`src/rtl/p1_sprite_reader_pkg.sv`:
```
// Shared definitions for the sprite reader: action codes, ROM address field widths
// and the animation state encoding.
package p1_sprite_reader_pkg;

  localparam int SPRITE_W = 16;
  localparam int ROW_W    = 4;
  localparam int ACT_W    = 3;
  localparam int FRAME_W  = 3;
  localparam int ADDR_W   = ROW_W + ACT_W + FRAME_W;
  localparam int TICK_W   = 8;

  typedef enum logic [ACT_W-1:0] {
    ACT_STAY     = 3'd0,
    ACT_FORWARD  = 3'd1,
    ACT_BACKWARD = 3'd2,
    ACT_PUNCH    = 3'd3,
    ACT_KICK     = 3'd4
  } action_e;

  typedef enum logic {
    IDLE_LOOP = 1'b0,
    ONESHOT   = 1'b1
  } anim_state_e;

  // Codes 5..7 have no artwork, so they behave exactly like STAY
  function automatic action_e normalize_action(input logic [ACT_W-1:0] a);
    return (a > 3'd4) ? ACT_STAY : action_e'(a);
  endfunction

  function automatic logic is_oneshot(input action_e a);
    return (a == ACT_PUNCH) || (a == ACT_KICK);
  endfunction

endpackage

```
`src/rtl/p1_sprite_reader_anim.sv`:
```
// Animation controller: picks the current action on frame boundaries and steps
// through its four frames, running punch/kick once before returning to STAY.
module sprite_anim_ctrl
  import p1_sprite_reader_pkg::*;
#(
  parameter int FRAME_DIV = 8
) (
  input  logic               clk,
  input  logic               rst,
  input  logic [ACT_W-1:0]   action,
  input  logic               frame_tick,
  output logic [ACT_W-1:0]   cur_action,
  output logic [FRAME_W-1:0] frame,
  output logic               anim_busy,
  output logic               anim_done
);

  localparam logic [TICK_W-1:0] TICK_LAST = TICK_W'(FRAME_DIV - 1);

  anim_state_e       state;
  action_e           req;
  action_e           cur;
  logic [1:0]        frame_idx;
  logic [TICK_W-1:0] tick_cnt;
  logic              step;

  assign req        = normalize_action(action);
  assign step       = (tick_cnt == TICK_LAST);
  assign cur_action = cur;
  assign frame      = {1'b0, frame_idx};

  // Everything changes only on frame_tick so a frame is never torn mid-image;
  // while a one-shot runs, new requests are ignored until it finishes.
  always_ff @(posedge clk) begin
    if (rst) begin
      state     <= IDLE_LOOP;
      cur       <= ACT_STAY;
      frame_idx <= '0;
      tick_cnt  <= '0;
      anim_busy <= 1'b0;
      anim_done <= 1'b0;
    end else begin
      anim_done <= 1'b0;
      if (frame_tick) begin
        if (state == IDLE_LOOP && req != cur) begin
          cur       <= req;
          frame_idx <= '0;
          tick_cnt  <= '0;
          if (is_oneshot(req)) begin
            state     <= ONESHOT;
            anim_busy <= 1'b1;
          end
        end else if (step) begin
          tick_cnt <= '0;
          if (state == ONESHOT && frame_idx == 2'd3) begin
            cur       <= ACT_STAY;
            frame_idx <= '0;
            anim_done <= 1'b1;
            anim_busy <= 1'b0;
            state     <= IDLE_LOOP;
          end else begin
            frame_idx <= frame_idx + 2'd1;
          end
        end else begin
          tick_cnt <= tick_cnt + 1'b1;
        end
      end
    end
  end

endmodule

```
`src/rtl/p1_sprite_reader.sv`:
```
// Sprite pixel reader: forms the sprite ROM address from the scan position and
// turns the returned row into a registered pixel_on two clocks after the scan input.
module p1_sprite_reader
  import p1_sprite_reader_pkg::*;
#(
  parameter int SCALE     = 2,
  parameter int FRAME_DIV = 8
) (
  input  logic                clk,
  input  logic                rst,
  input  logic [9:0]          pixel_x,
  input  logic [9:0]          pixel_y,
  input  logic                video_on,
  input  logic [9:0]          pos_x,
  input  logic [9:0]          pos_y,
  input  logic [ACT_W-1:0]    action,
  input  logic                facing_left,
  input  logic                frame_tick,
  output logic [ADDR_W-1:0]   rom_addr,
  input  logic [SPRITE_W-1:0] bitmap,
  output logic                pixel_on,
  output logic                anim_busy,
  output logic                anim_done
);

  localparam int              SHIFT    = (SCALE == 4) ? 2 : (SCALE == 2) ? 1 : 0;
  localparam logic [9:0]      BOX      = 10'(SPRITE_W * SCALE);
  localparam logic [ROW_W-1:0] LAST_COL = ROW_W'(SPRITE_W - 1);

  logic [9:0]         dx;
  logic [9:0]         dy;
  logic               in_box;
  logic [ROW_W-1:0]   row;
  logic [ROW_W-1:0]   col;
  logic [ACT_W-1:0]   cur_action;
  logic [FRAME_W-1:0] frame;
  logic               s1_valid;
  logic [ROW_W-1:0]   s1_col;

  sprite_anim_ctrl #(
    .FRAME_DIV (FRAME_DIV)
  ) u_anim (
    .clk        (clk),
    .rst        (rst),
    .action     (action),
    .frame_tick (frame_tick),
    .cur_action (cur_action),
    .frame      (frame),
    .anim_busy  (anim_busy),
    .anim_done  (anim_done)
  );

  // Unsigned wrap makes positions left of / above the sprite huge, so they fail the box test
  assign dx       = pixel_x - pos_x;
  assign dy       = pixel_y - pos_y;
  assign in_box   = (dx < BOX) && (dy < BOX);
  assign row      = ROW_W'(dy >> SHIFT);
  assign col      = ROW_W'(dx >> SHIFT);
  assign rom_addr = {row, cur_action, frame};

  always_ff @(posedge clk) begin
    if (rst) begin
      s1_valid <= 1'b0;
      s1_col   <= '0;
      pixel_on <= 1'b0;
    end else begin
      s1_valid <= in_box & video_on;
      s1_col   <= facing_left ? (LAST_COL - col) : col;
      // Sprite art stores 0 for opaque pixels, leftmost column in bit 15
      pixel_on <= s1_valid & ~bitmap[LAST_COL - s1_col];
    end
  end

endmodule

```
`config.mk`:
```
export PLATFORM = sky130hd
export DESIGN_NAME = p1_sprite_reader
export DESIGN_NICKNAME = d
export VERILOG_FILES = /design/src/rtl/p1_sprite_reader_pkg.sv /design/src/rtl/p1_sprite_reader_anim.sv /design/src/rtl/p1_sprite_reader.sv
export SDC_FILE = /design/constraint.sdc
export NUM_CORES = 1
export LEC_CHECK = 0
export ABC_CLOCK_PERIOD_IN_PS = 2000
export BUFFER_PORTS_ARGS = -buffer_cell sky130_fd_sc_hd__clkbuf_2
export CAP_MARGIN = 15
export CORE_MARGIN = 2
export CORE_UTILIZATION = 45
export DETAILED_ROUTE_END_ITERATION = 7
export GPL_ROUTABILITY_DRIVEN = 0
export MAX_ROUTING_LAYER = met4
export PLACE_DENSITY_LB_ADDON = 0.15
export SLEW_MARGIN = 20
export SYNTH_ARGS = -nofsm -noshare
export SYNTH_HDL_FRONTEND = slang
export SYNTH_SLANG_ARGS = --single-unit
```
`constraint.sdc`:
```
create_clock -name clk -period 2 [get_ports clk]
set_input_delay 0.2 -clock clk [delete_from_list [all_inputs] [get_ports clk]]
set_output_delay 0.2 -clock clk [all_outputs]
set_load 0.01 [all_outputs]
```
Word level (Yosys, flattened, before mapping)
Index checks and enable logic that the tools add are counted.

storage, ports and cells
  bits in registers = 21
  bits of input ports = 64
  output and inout port bits = 13
  word-level logic and storage cells = 57

operators by class
  $add $sub $neg = 6
  magnitude comparators = 4
  equality and inequality tests = 6
  multiplexer cells = 17
  bitwise logic cells = 6
  reductions and logical operators = 10

operators by type and width
  cell                 number
  $lt 10x6->1 const B  2
  $sub 10x10->10       2
  $mux 8               2
  $mux 3               4
  $add 8x1->8 const B  1
  $eq 8x3->1 const B   1
  $sub 4x4->4 const A  2
  $mux 1               6
  $mux 2               3
  $lt 4x5->1 const B   1
  $bmux 1 s4           1
  $mux 4               1
  $not 1->1            4
  $reduce_and 4->1     1
  $reduce_bool 2->1    2
  $reduce_or 4->1      1
  $eq 3x2->1 const B   1
  $eq 3x3->1 const B   1
  $gt 3x3->1 const B   1
  $logic_and 1x1->1    3
  $ne 3x3->1           1
  $reduce_and 3->1     1
  $add 2x1->2 const B  1
  $and 1x1->1          2
  other kinds (4)      4

Logic depth before layout (Yosys ltp)
Gate-level depths: netlist (run 1).

  word-level depth = 6
  gate-level depth with buffers = 9
  mapped depth without buffers = 9

Cells and area by module
From an unflattened synthesis (run 1), not the netlist that was laid out.

second synthesis, totals
  cells, all modules = 246
  area total of the unflattened synthesis = 2,110.8 um^2

by module, submodules not included
  module            instances  cells an instance  area an instance (um^2)  sequential area each (um^2)
  p1_sprite_reader  1          152                1,271.2                  120.1
  sprite_anim_ctrl  1          94                 839.6                    300.3

Worst setup path before layout (run 1)
OpenSTA, ideal clock, no wires.

  path kind = input -> register
  start point = in pixel_y[0]
  end point = reg s1_valid
  library setup time = 0.088 ns
  arrival = 2.036 ns
  required time = 1.912 ns
  setup slack = -0.124 ns
  stages = 9
  path buffers = 0
  cell sequence = nand2b_4 fa_1 a211oi_1 nor2_1 o21ai_1 mux2_2 nor3_2 nand4_1 nor4_2

between the ends
  word-level cells in the longest chain between the ends = 4

RTL lines
  item                    RTL line                text
  start: declaration      p1_sprite_reader.sv:12  input logic [9:0] pixel_y,
  $sub 10x10->10          p1_sprite_reader.sv:55  assign dy = pixel_y - pos_y;
  $lt 10x6->1             p1_sprite_reader.sv:56  assign in_box = (dx < BOX) && (dy < BOX);
  $logic_and 1x1->1       p1_sprite_reader.sv:56
  $and 1x1->1             p1_sprite_reader.sv:67  s1_valid <= in_box & video_on;
  end signal: assignment  p1_sprite_reader.sv:67
  end: declaration        p1_sprite_reader.sv:37  logic s1_valid;

Every way passes these cells.
A chain may end at the register's enable or synchronous reset.

Worst setup path after layout (run 1)
  start point = reg u_anim.cur[0], in the netlist u_anim.cur_action[0]
  end point = reg u_anim.cur[1], in the netlist u_anim.cur_action[1]

between the ends
  word-level cells in the longest chain between the ends = 4
  elaborated cells between the ends (all ways) = 6
  classes of those cells = eq/ne: 1; mux: 1; reduce/logical: 4

RTL lines
  item                         RTL line                     text
  start: declaration           p1_sprite_reader_anim.sv:22  action_e cur;
  start signal: assignment     p1_sprite_reader_anim.sv:46  cur <= req;
  $ne 3x3->1 (*)               p1_sprite_reader_anim.sv:45  if (state == IDLE_LOOP && req != cur) begin
  $logic_and 1x1->1 (*)        p1_sprite_reader_anim.sv:45
  $reduce_bool 2->1 (no line)  -
  $reduce_and 3->1 (no line)   -

Every way passes the cells marked *; elsewhere a longest branch is shown, timed or not.

==> results of run 1 <==
==> Yosys cell counts (2+ instances only) <==
library cell  instances  area share, %
nor2_1               25            4.7
nand2_1              13            2.4
nand3b_1              3            1.1
and3_1                2           0.63
nand3_1               6            1.5
a211oi_1              4            1.5
clkbuf_1              3           0.56
nor3b_1               4            1.5
xnor2_1               9            4.0
o21ai_0               5            1.3
dfxtp_1              21             21
o21ai_1               3           0.75
ha_1                 18             11
nor3_1                2           0.50
nand2b_1              6            1.9
fa_1                  2            2.0
mux2_2                2            1.1
a21o_2                2           0.88
nor4b_1               2           0.88
mux2i_1               3            1.5
a31o_1                4            1.8
nand4_1               6            1.9
a311oi_1              2           0.88
nor2b_1               4            1.3
a31oi_1               4            1.3
xor2_1               12            5.3
a22o_1                3            1.3
inv_1                22            4.1
mux4_2                5            5.6
a21o_1                6            2.3
a21oi_1              10            2.5
==> cells by family after synthesis <==
| kind of cell | Yosys count |
|---|---|
| xor+xnor | 21 |
| fa+ha+maj | 20 |
| other cells | 1 |
| compound gates | 55 |
| buf+inv | 26 |
| simple gates | 82 |
| mux | 10 |
| flops | 21 |
==> path summary, 6_finish.rpt <==
kind	depth (start not counted)	endpoint	start	slack, ns
max	7	u_anim.cur_action[1]	u_anim.cur_action[0]	0.16
min	2	u_anim.cur_action[0]	action[0]	0.22
max reg2reg	7	u_anim.cur_action[1]	u_anim.cur_action[0]	0.16
min reg2reg	1	pixel_on	s1_valid	0.47
==> worst reg2reg max path, stage by stage (launching register included) <==
cell and delay, ns:
dfxtp_1 0.36, or3b_1 0.38, o32a_1 0.17, o22ai_2 0.21, nor2_2 0.11, a31o_1 0.21, a21oi_2 0.18, a22o_1 0.17
==> through the flow <==
stage	std cells	worst slack (ns)
final	377	0.157
after global routing	377	0.0436
after CTS	377	0.110
after detailed placement	373	-0.0596
after global placement	373	-0.0357
after floorplan	236	0.0775
==> sequential cells by signal, summed over array words and instances (netlist names) <==
register	cells
u_anim.frame_idx	2
s1_col	4
u_anim.tick_cnt	8
u_anim.state	1
u_anim.cur_action	3
s1_valid	1
pixel_on	1
u_anim.anim_done	1
==> cell type report <==
class	count	area, um^2
fill	410	1740
multi-input combinational	189	1490
timing repair buffer	89	480
sequential	21	420
inverter	22	82.6
tap	52	65.1
clock buffer	4	45.0
==> per-layer routing <==
layer / wire [um] / share of wire (%) / vias to the layer above
li1: - / - / 1030
met1: 2030 / 48 / 860
met2: 1960 / 47 / 49
met3: 178 / 4.2 / 2
met4: 22 / 0.52 / 0
met5: 0 / 0 / -
==> power by group <==
part	switching [W]	total [W]	internal, W
combinational	0.000254	0.000541	0.000287
sequential	0.0000198	0.000457	0.000437
clock	0.000126	0.000267	0.000142
total	0.000399	0.00126	0.000866
==> repair_timing <==
item,CTS,global route
gates resized for setup,0,1
endpoints found under the setup margin,0,2
hold endpoints to repair,0,0
==> flow_summary.yaml, run 1 <==
clocking:
  cts_hold_buf: 0
  htree_levels: 1
  clockBufferDepth: 2
  insertion_delay_ns: 0.25
  cts_buffers: 3
  clk_pin_slew_ns: 0.07
  cts_sinks: 21
  cts_tree: "done"
  postCtsSetupBuffers: 0
  cts-root-buf: "clkbuf_8"
grt:
  grt_max_degree: 17
  grtUsageTotal_pct: 18.2
  antenna_found_initial: 0
  grt.met2_usage_pct: 31.2
  grt_pass1_wl_um: 7510
  gr-max-usage-layer: "met2"
  grtUsageMet1_pct: 23.9
  gr-total-overflow: 0
  use_met3_pct: 2.14
  grt_pass1_vias: 1818
worst_setup_path:
  required_ns: 2.20
  critPathKind: "reg -> reg"
  crit_chain: "or3b_1 -> o32a_1 -> o22ai_2 -> nor2_2 -> a31o_1 -> a21oi_2 -> a22o_1"
  path_delay_family: "compound AO/OA/AOI/OAI gates"
  crit_path_end_kind: "register"
  slowest_stage: "or3b_1"
  slowest_delay_ns: 0.38
  arrival_ns: 2.04
  worstPathMaxFanout: 8
  path_buf_inv: 0
  startpoint_type: "register"
sta:
  hold_viol_final: 0
  fmax_ghz: 0.543
  fin_hold_ws_ns: 0.223
  fin_crit_sh_pct: 92.1
  tns_ns: 0
  drv_slew: 0
  finalClockSkew_ns: 0.00492
  rsz0062_at_grt: "false"
  finalSetupViolCount: 0
  finalCriticalPeriod_ns: 1.84
yosys:
  synth-adder-area-share_pct: 13.3
  postSynthAreaPerCell_um2: 8.46
  synthFlopType: "dfxtp_1"
  synth-seq-cells: 21
  syn-instance-count: 236
  yosysWarnings: 0
  syn_nets: 320
  synth_simple_gate_area_share_pct: 23.3
  synth_area_um2: 2000
  synth_top_family_by_area: "simple AND/OR/NAND/NOR gates"
  seq_area_frac_synth_pct: 21.1
  yosys.area_share.xor_xnor_pct: 9.22
  synth_compound_area_share_pct: 19.6
  async_flop_share_pct: 0
  synthMuxAreaShare_pct: 8.28
  synth.distinct_cells: 54
  synth_edf_count: 0
route:
  route.detailed.drc: 0
  ant_nets: 0
  route.vias.total: 1941
  wire_per_inst_um: 11.1
  finalWirelength_um: 4200
  drt_first_iter_violations: 71
  firstDrtPassIters: 4
  via_per_inst: 5.15
cells_and_area:
  syn_to_final_growth_pct: 29.5
  layout-drive-gt1-share_pct: 34.8
  layout_commonest_cell: "clkbuf_2"
  nNetsFinal: 410
  fin_util_pct: 59.8
  layout_common_cells: "clkbuf_2, nor2_1, inv_1, dfxtp_1, ha_1"
  finish.instance_area_um2: 2580
  n_antenna_cell: 0
job:
  cap_viol_max_count: 0
place:
  io_buffer_count: 75
  dp.final_hpwl_um: 3610
  placed_area_um2: 2540
die:
  start_util_pct: 46.2
  die-width_um: 70.6
  core-area_um2: 4320
  dieArea_um2: 4980
  die_h_um: 70.6
  io_pins: 77
  row_count: 24
outcome:
  status: "finished clean"
power:
  p_leak_nw: 1.26
  power.density_nw_per_um2: 490
  finalPower_w: 0.00126
  ir_drop_mv: 0.299
min_path:
  hold_class: "in -> reg"
No activity file was read; power rests on OpenSTA's default activity.
==> inputs of run 2 (changes only) <==
--- a/config.mk
+++ b/config.mk
@@ -14,6 +14,7 @@
 export GPL_ROUTABILITY_DRIVEN = 0
 export MAX_ROUTING_LAYER = met4
 export PLACE_DENSITY_LB_ADDON = 0.15
+export RECOVER_POWER = 50
 export SLEW_MARGIN = 20
 export SYNTH_ARGS = -nofsm -noshare
 export SYNTH_HDL_FRONTEND = slang
==> flow_summary.yaml, run 2 (synthesized netlist as in run 1, its figures left out) <==
worst_setup_path:
  worstPathMaxFanout: 8
  crit_chain: "or3b_1 -> o32a_1 -> o22ai_2 -> nor2_2 -> a31o_1 -> a21oi_2 -> a22o_1"
  rrSetupSlack_ns: 0.15
  slowest_delay_ns: 0.38
  crit_end: "u_anim.cur_action[1]"
  startpoint_type: "register"
  worstReg2RegStart: "u_anim.cur_action[0]"
  slowest_stage: "or3b_1"
  crit_path_end_kind: "register"
  crit_cells: 7
  path_delay_family: "compound AO/OA/AOI/OAI gates"
  startpoint: "u_anim.cur_action[0]"
  r2r_end: "u_anim.cur_action[1]"
  arrival_ns: 2.05
  rr_worst_depth: 7
  critPathKind: "reg -> reg"
  path_buf_inv: 0
  required_ns: 2.20
route:
  drt_first_iter_violations: 61
  finalWirelength_um: 4230
  route.vias.total: 1957
  firstDrtPassIters: 4
  ant_nets: 0
  route.detailed.drc: 0
  via_per_inst: 5.19
  wire_per_inst_um: 11.2
power:
  p_leak_nw: 1.22
  ir_drop_mv: 0.300
  power.density_nw_per_um2: 491
clocking:
  cts_sinks: 21
  htree_levels: 1
  clk_pin_slew_ns: 0.07
  insertion_delay_ns: 0.25
  cts_hold_buf: 0
  clockBufferDepth: 2
  cts_tree: "done"
  cts-root-buf: "clkbuf_8"
  cts_buffers: 3
  postCtsSetupBuffers: 0
sta:
  tns_ns: 0
  rsz0062_at_grt: "false"
  finalClockSkew_ns: 0.00474
  finalSetupViolCount: 0
  finalWorstSetupSlack_ns: 0.147
  finalCriticalPeriod_ns: 1.85
  fin_crit_sh_pct: 92.6
  drv_slew: 0
  hold_viol_final: 0
  fmax_ghz: 0.540
die:
  io_pins: 77
  dieArea_um2: 4980
  row_count: 24
  die-width_um: 70.6
  start_util_pct: 46.2
  core-area_um2: 4320
  die_h_um: 70.6
place:
  pre_cts_slack_ns: -0.0596
  io_buffer_count: 75
  place_inst: 373
  dp.final_hpwl_um: 3610
grt:
  antenna_found_initial: 0
  gr-total-overflow: 0
  grt_max_degree: 17
  grt_pass1_vias: 1818
  grt_pass1_wl_um: 7510
  grtUsageTotal_pct: 18.2
min_path:
  hold_class: "in -> reg"
cells_and_area:
  n_antenna_cell: 0
  syn_to_final_growth_pct: 28.6
  layout_commonest_cell: "clkbuf_2"
  largest_reg_flops: 8
  top_register: "u_anim.tick_cnt"
  final_cells: 377
  layout-drive-gt1-share_pct: 31.1
  nNetsFinal: 410
  layout_common_cells: "clkbuf_2, nor2_1, inv_1, dfxtp_1, ha_1"
job:
  cap_viol_max_count: 0
outcome:
  status: "finished clean"
run 2: layout make-up:
cell class,instances,area (um^2)
multi-input cells,189,1490
flip-flops and latches,21,420
repair buffers,89,463
fillers,417,1760
clock buffers,4,45.0
well taps,52,65.1
inverters,22,82.6
run 2: repair_timing:
action | 4_1_cts | 5_1_grt
hold endpoints to repair | 0 | 0
resized for setup | 0 | 1
endpoints found under the setup margin | 0 | 2
run 2: through the flow:
step           total power [W]  util, %  hold slack [ns]  cell area (um^2)
2_1_floorplan         0.000829        -            0.272              2010
3_3_place_gp           0.00100     58.7            0.470              2540
3_5_place_dp           0.00101     58.7            0.467              2540
4_1_cts                0.00128     59.7            0.213              2580
5_1_grt                0.00136     59.3            0.238              2570
6_report               0.00126     59.3            0.223              2570
run 2: power by group:
| part | internal [W] | leakage [nW] | total [W] | switching (W) |
|---|---|---|---|---|
| Sequential | 0.000437 | 0.171 | 0.000457 | 0.0000199 |
| Combinational | 0.000282 | 1.03 | 0.000536 | 0.000254 |
| Clock | 0.000142 | 0.0228 | 0.000268 | 0.000126 |
| Total | 0.000861 | 1.22 | 0.00126 | 0.000400 |
run 2: worst register-to-register path, cell delays in order (launching register included):
cell and delay [ns]:
dfxtp_1 0.36, or3b_1 0.38, o32a_1 0.17, o22ai_2 0.21, nor2_2 0.11, a31o_1 0.21, a21oi_2 0.19, a22o_1 0.17
run 2: worst min-delay path by stage:
stage                     slack, ns       from                    to  depth (start not counted)
after global placement         0.47   s1_valid              pixel_on                          1
after floorplan                0.27        rst          u_anim.state                          1
after global routing           0.24  action[1]  u_anim.cur_action[1]                          2
after detailed placement       0.47   s1_valid              pixel_on                          1
final                          0.22  action[0]  u_anim.cur_action[0]                          2
after CTS                      0.21  action[0]  u_anim.cur_action[0]                          2
run 2: routing by layer:
layer / GRT usage, % / part of all wire [%] / vias up
li1: - / - / 1031
met1: 23.9 / 48 / 867
met2: 31.2 / 47 / 57
met3: 2.14 / 4.4 / 2
met4: 2.52 / 0.54 / 0
met5: - / 0 / -
==> inputs of run 3 (changes only) <==
--- a/config.mk
+++ b/config.mk
@@ -5,11 +5,12 @@
 export SDC_FILE = /design/constraint.sdc
 export NUM_CORES = 1
 export LEC_CHECK = 0
+export ABC_AREA = 1
 export ABC_CLOCK_PERIOD_IN_PS = 2000
 export BUFFER_PORTS_ARGS = -buffer_cell sky130_fd_sc_hd__clkbuf_2
 export CAP_MARGIN = 15
 export CORE_MARGIN = 2
-export CORE_UTILIZATION = 45
+export CORE_UTILIZATION = 46
 export DETAILED_ROUTE_END_ITERATION = 7
 export GPL_ROUTABILITY_DRIVEN = 0
 export MAX_ROUTING_LAYER = met4
==> flow_summary.yaml, run 3 <==
outcome:
  status: "finished, violations left"
  violations: "design-rule violations"
yosys:
  yosysTopAreaCellShare_pct: 19.5
  syn-instance-count: 352
  synth.top_cells.by_count: "nand2_1, nor2_1, inv_1"
  synth-seq-cells: 21
  synth_area_um2: 2160
  async_flop_share_pct: 0
  yosysWarnings: 0
  synthFlopType: "dfxtp_1"
  yosysMostFrequentCell: "nand2_1"
  postSynthAreaPerCell_um2: 6.14
  seq_area_frac_synth_pct: 19.5
  synth_edf_count: 0
  synth.distinct_cells: 31
  syn_nets: 436
  synthTopCellsByArea: "dfxtp_1, nand2_1, ha_1"
  yosys.area.top_type: "dfxtp_1"
route:
  wire_per_inst_um: 10.0
  finalWirelength_um: 4790
  via_per_inst: 4.92
  drt_first_iter_violations: 157
  route.detailed.drc: 1
  firstDrtPassIters: 7
  route.vias.total: 2359
  ant_nets: 0
worst_setup_path:
  required_ns: 2.16
  startpoint_type: "register"
  startpoint: "u_anim.tick_cnt[0]"
  r2r_end: "u_anim.cur_action[2]"
  crit_path_end_kind: "register"
  worstPathMaxFanout: 7
  crit_end: "u_anim.cur_action[2]"
  rrSetupSlack_ns: 0.29
  worstReg2RegStart: "u_anim.tick_cnt[0]"
  critPathKind: "reg -> reg"
  arrival_ns: 1.87
  rr_worst_depth: 10
sta:
  finalSetupViolCount: 0
  drv_slew: 0
  fin_crit_sh_pct: 85.6
  finalClockSkew_ns: 0.00326
  hold_viol_final: 0
  fin_hold_ws_ns: 0.217
  finalCriticalPeriod_ns: 1.71
  fmax_ghz: 0.584
  rsz0062_at_grt: "false"
  tns_ns: 0
die:
  row_count: 24
  die-width_um: 72.5
  start_util_pct: 48.6
  io_pins: 77
  core-area_um2: 4440
  dieArea_um2: 5260
  die_h_um: 72.5
cells_and_area:
  finish.instance_area_um2: 2610
  syn_to_final_growth_pct: 20.8
  fillerInstances: 449
  layout-drive-gt1-share_pct: 19.4
  layout_commonest_cell: "nand2_1"
  top_register: "u_anim.tick_cnt"
  multiInputGateArea_um2: 1500
  fin_util_pct: 58.7
  nNetsFinal: 512
  n_antenna_cell: 0
  largest_reg_flops: 8
  regArea_um2: 420
  layout_common_cells: "nand2_1, clkbuf_2, nor2_1, inv_1, nand3_1"
place:
  placed_area_um2: 2580
  io_buffer_count: 75
  dp.final_hpwl_um: 4050
clocking:
  htree_levels: 1
  cts_hold_buf: 0
  clockBufferDepth: 2
  clk_pin_slew_ns: 0.08
  cts_tree: "done"
  cts-root-buf: "clkbuf_8"
  cts_buffers: 3
  insertion_delay_ns: 0.26
  cts_sinks: 21
  postCtsSetupBuffers: 0
  cts_resized: 0
grt:
  grt_pass1_wl_um: 8250
  gr-total-overflow: 0
  grt_max_degree: 16
  antenna_found_initial: 0
  grt_pass1_vias: 2065
  grtUsageTotal_pct: 19.1
power:
  power.density_nw_per_um2: 498
  p_leak_nw: 1.41
  ir_drop_mv: 0.248
min_path:
  min_path_cells: 3
  hold_class: "in -> reg"
job:
  cap_viol_max_count: 0
==> run 3: through the flow <==
step	power [W]	cells	setup WS, ns
2_1_floorplan	0.000872	352	0.473
3_3_place_gp	0.00103	475	0.278
3_5_place_dp	0.00104	475	0.201
4_1_cts	0.00132	479	0.291
5_1_grt	0.00142	479	0.123
6_report	0.00130	479	0.289
==> run 3: area by class of cell <==
type	count	share of cell area [%]
repair buffers	75	13.9
inverters	58	8.35
clock buffers	3	1.58
flip-flops and latches	21	16.1
clock inverters	1	0.192
well taps	52	2.49
multi-input cells	269	57.4
==> run 3: where the power goes <==
group / internal (W) / leakage (nW) / total (W) / switching [W]
registers: 0.000441 / 0.171 / 0.000466 / 0.0000245
clock network: 0.000139 / 0.0255 / 0.000279 / 0.000141
logic: 0.000230 / 1.21 / 0.000555 / 0.000325
total: 0.000810 / 1.41 / 0.00130 / 0.000490
==> run 3: routing by layer <==
metal / vias to the layer above / track usage, % / wire (um)
li1: 1277 / - / -
met3: 8 / 1.11 / 174
met5: - / - / 0
met2: 53 / 32.2 / 2300
met4: 0 / 5.35 / 68
met1: 1021 / 24.8 / 2250
==> run 3: cell families (layout without fill, tap and decap cells) <==
family,count (synthesis),in the layout,share of synthesized area (%)
flip-flops,21,21,19.5
AO/OA/AOI/OAI,46,46,12.5
XOR/XNOR,15,15,6.08
buffers and inverters,62,137,11.1
other,1,1,0.174
adder cells (fa/ha/maj),20,20,12.3
AND/OR/NAND/NOR,187,187,38.5
==> run 3: worst min-delay path by stage <==
| stage | from | to | slack, ns |
|---|---|---|---|
| floorplan | facing_left | s1_col[0] | 0.34 |
| global placement | s1_col[3] | pixel_on | 0.46 |
| detailed placement | s1_col[3] | pixel_on | 0.46 |
| CTS | facing_left | s1_col[0] | 0.22 |
| global route | facing_left | s1_col[0] | 0.23 |
| finish | facing_left | s1_col[0] | 0.22 |
==> run 3: worst max-delay path, cell delays in order (launching register included) <==
cell     delay, ns
dfxtp_1       0.37
ha_1          0.18
nand2_1       0.08
inv_1         0.09
nand3_1       0.11
nor3_4        0.21
inv_2         0.10
o21ai_4       0.25
nand3_1       0.11
nand2_1       0.08
nor2_1        0.04
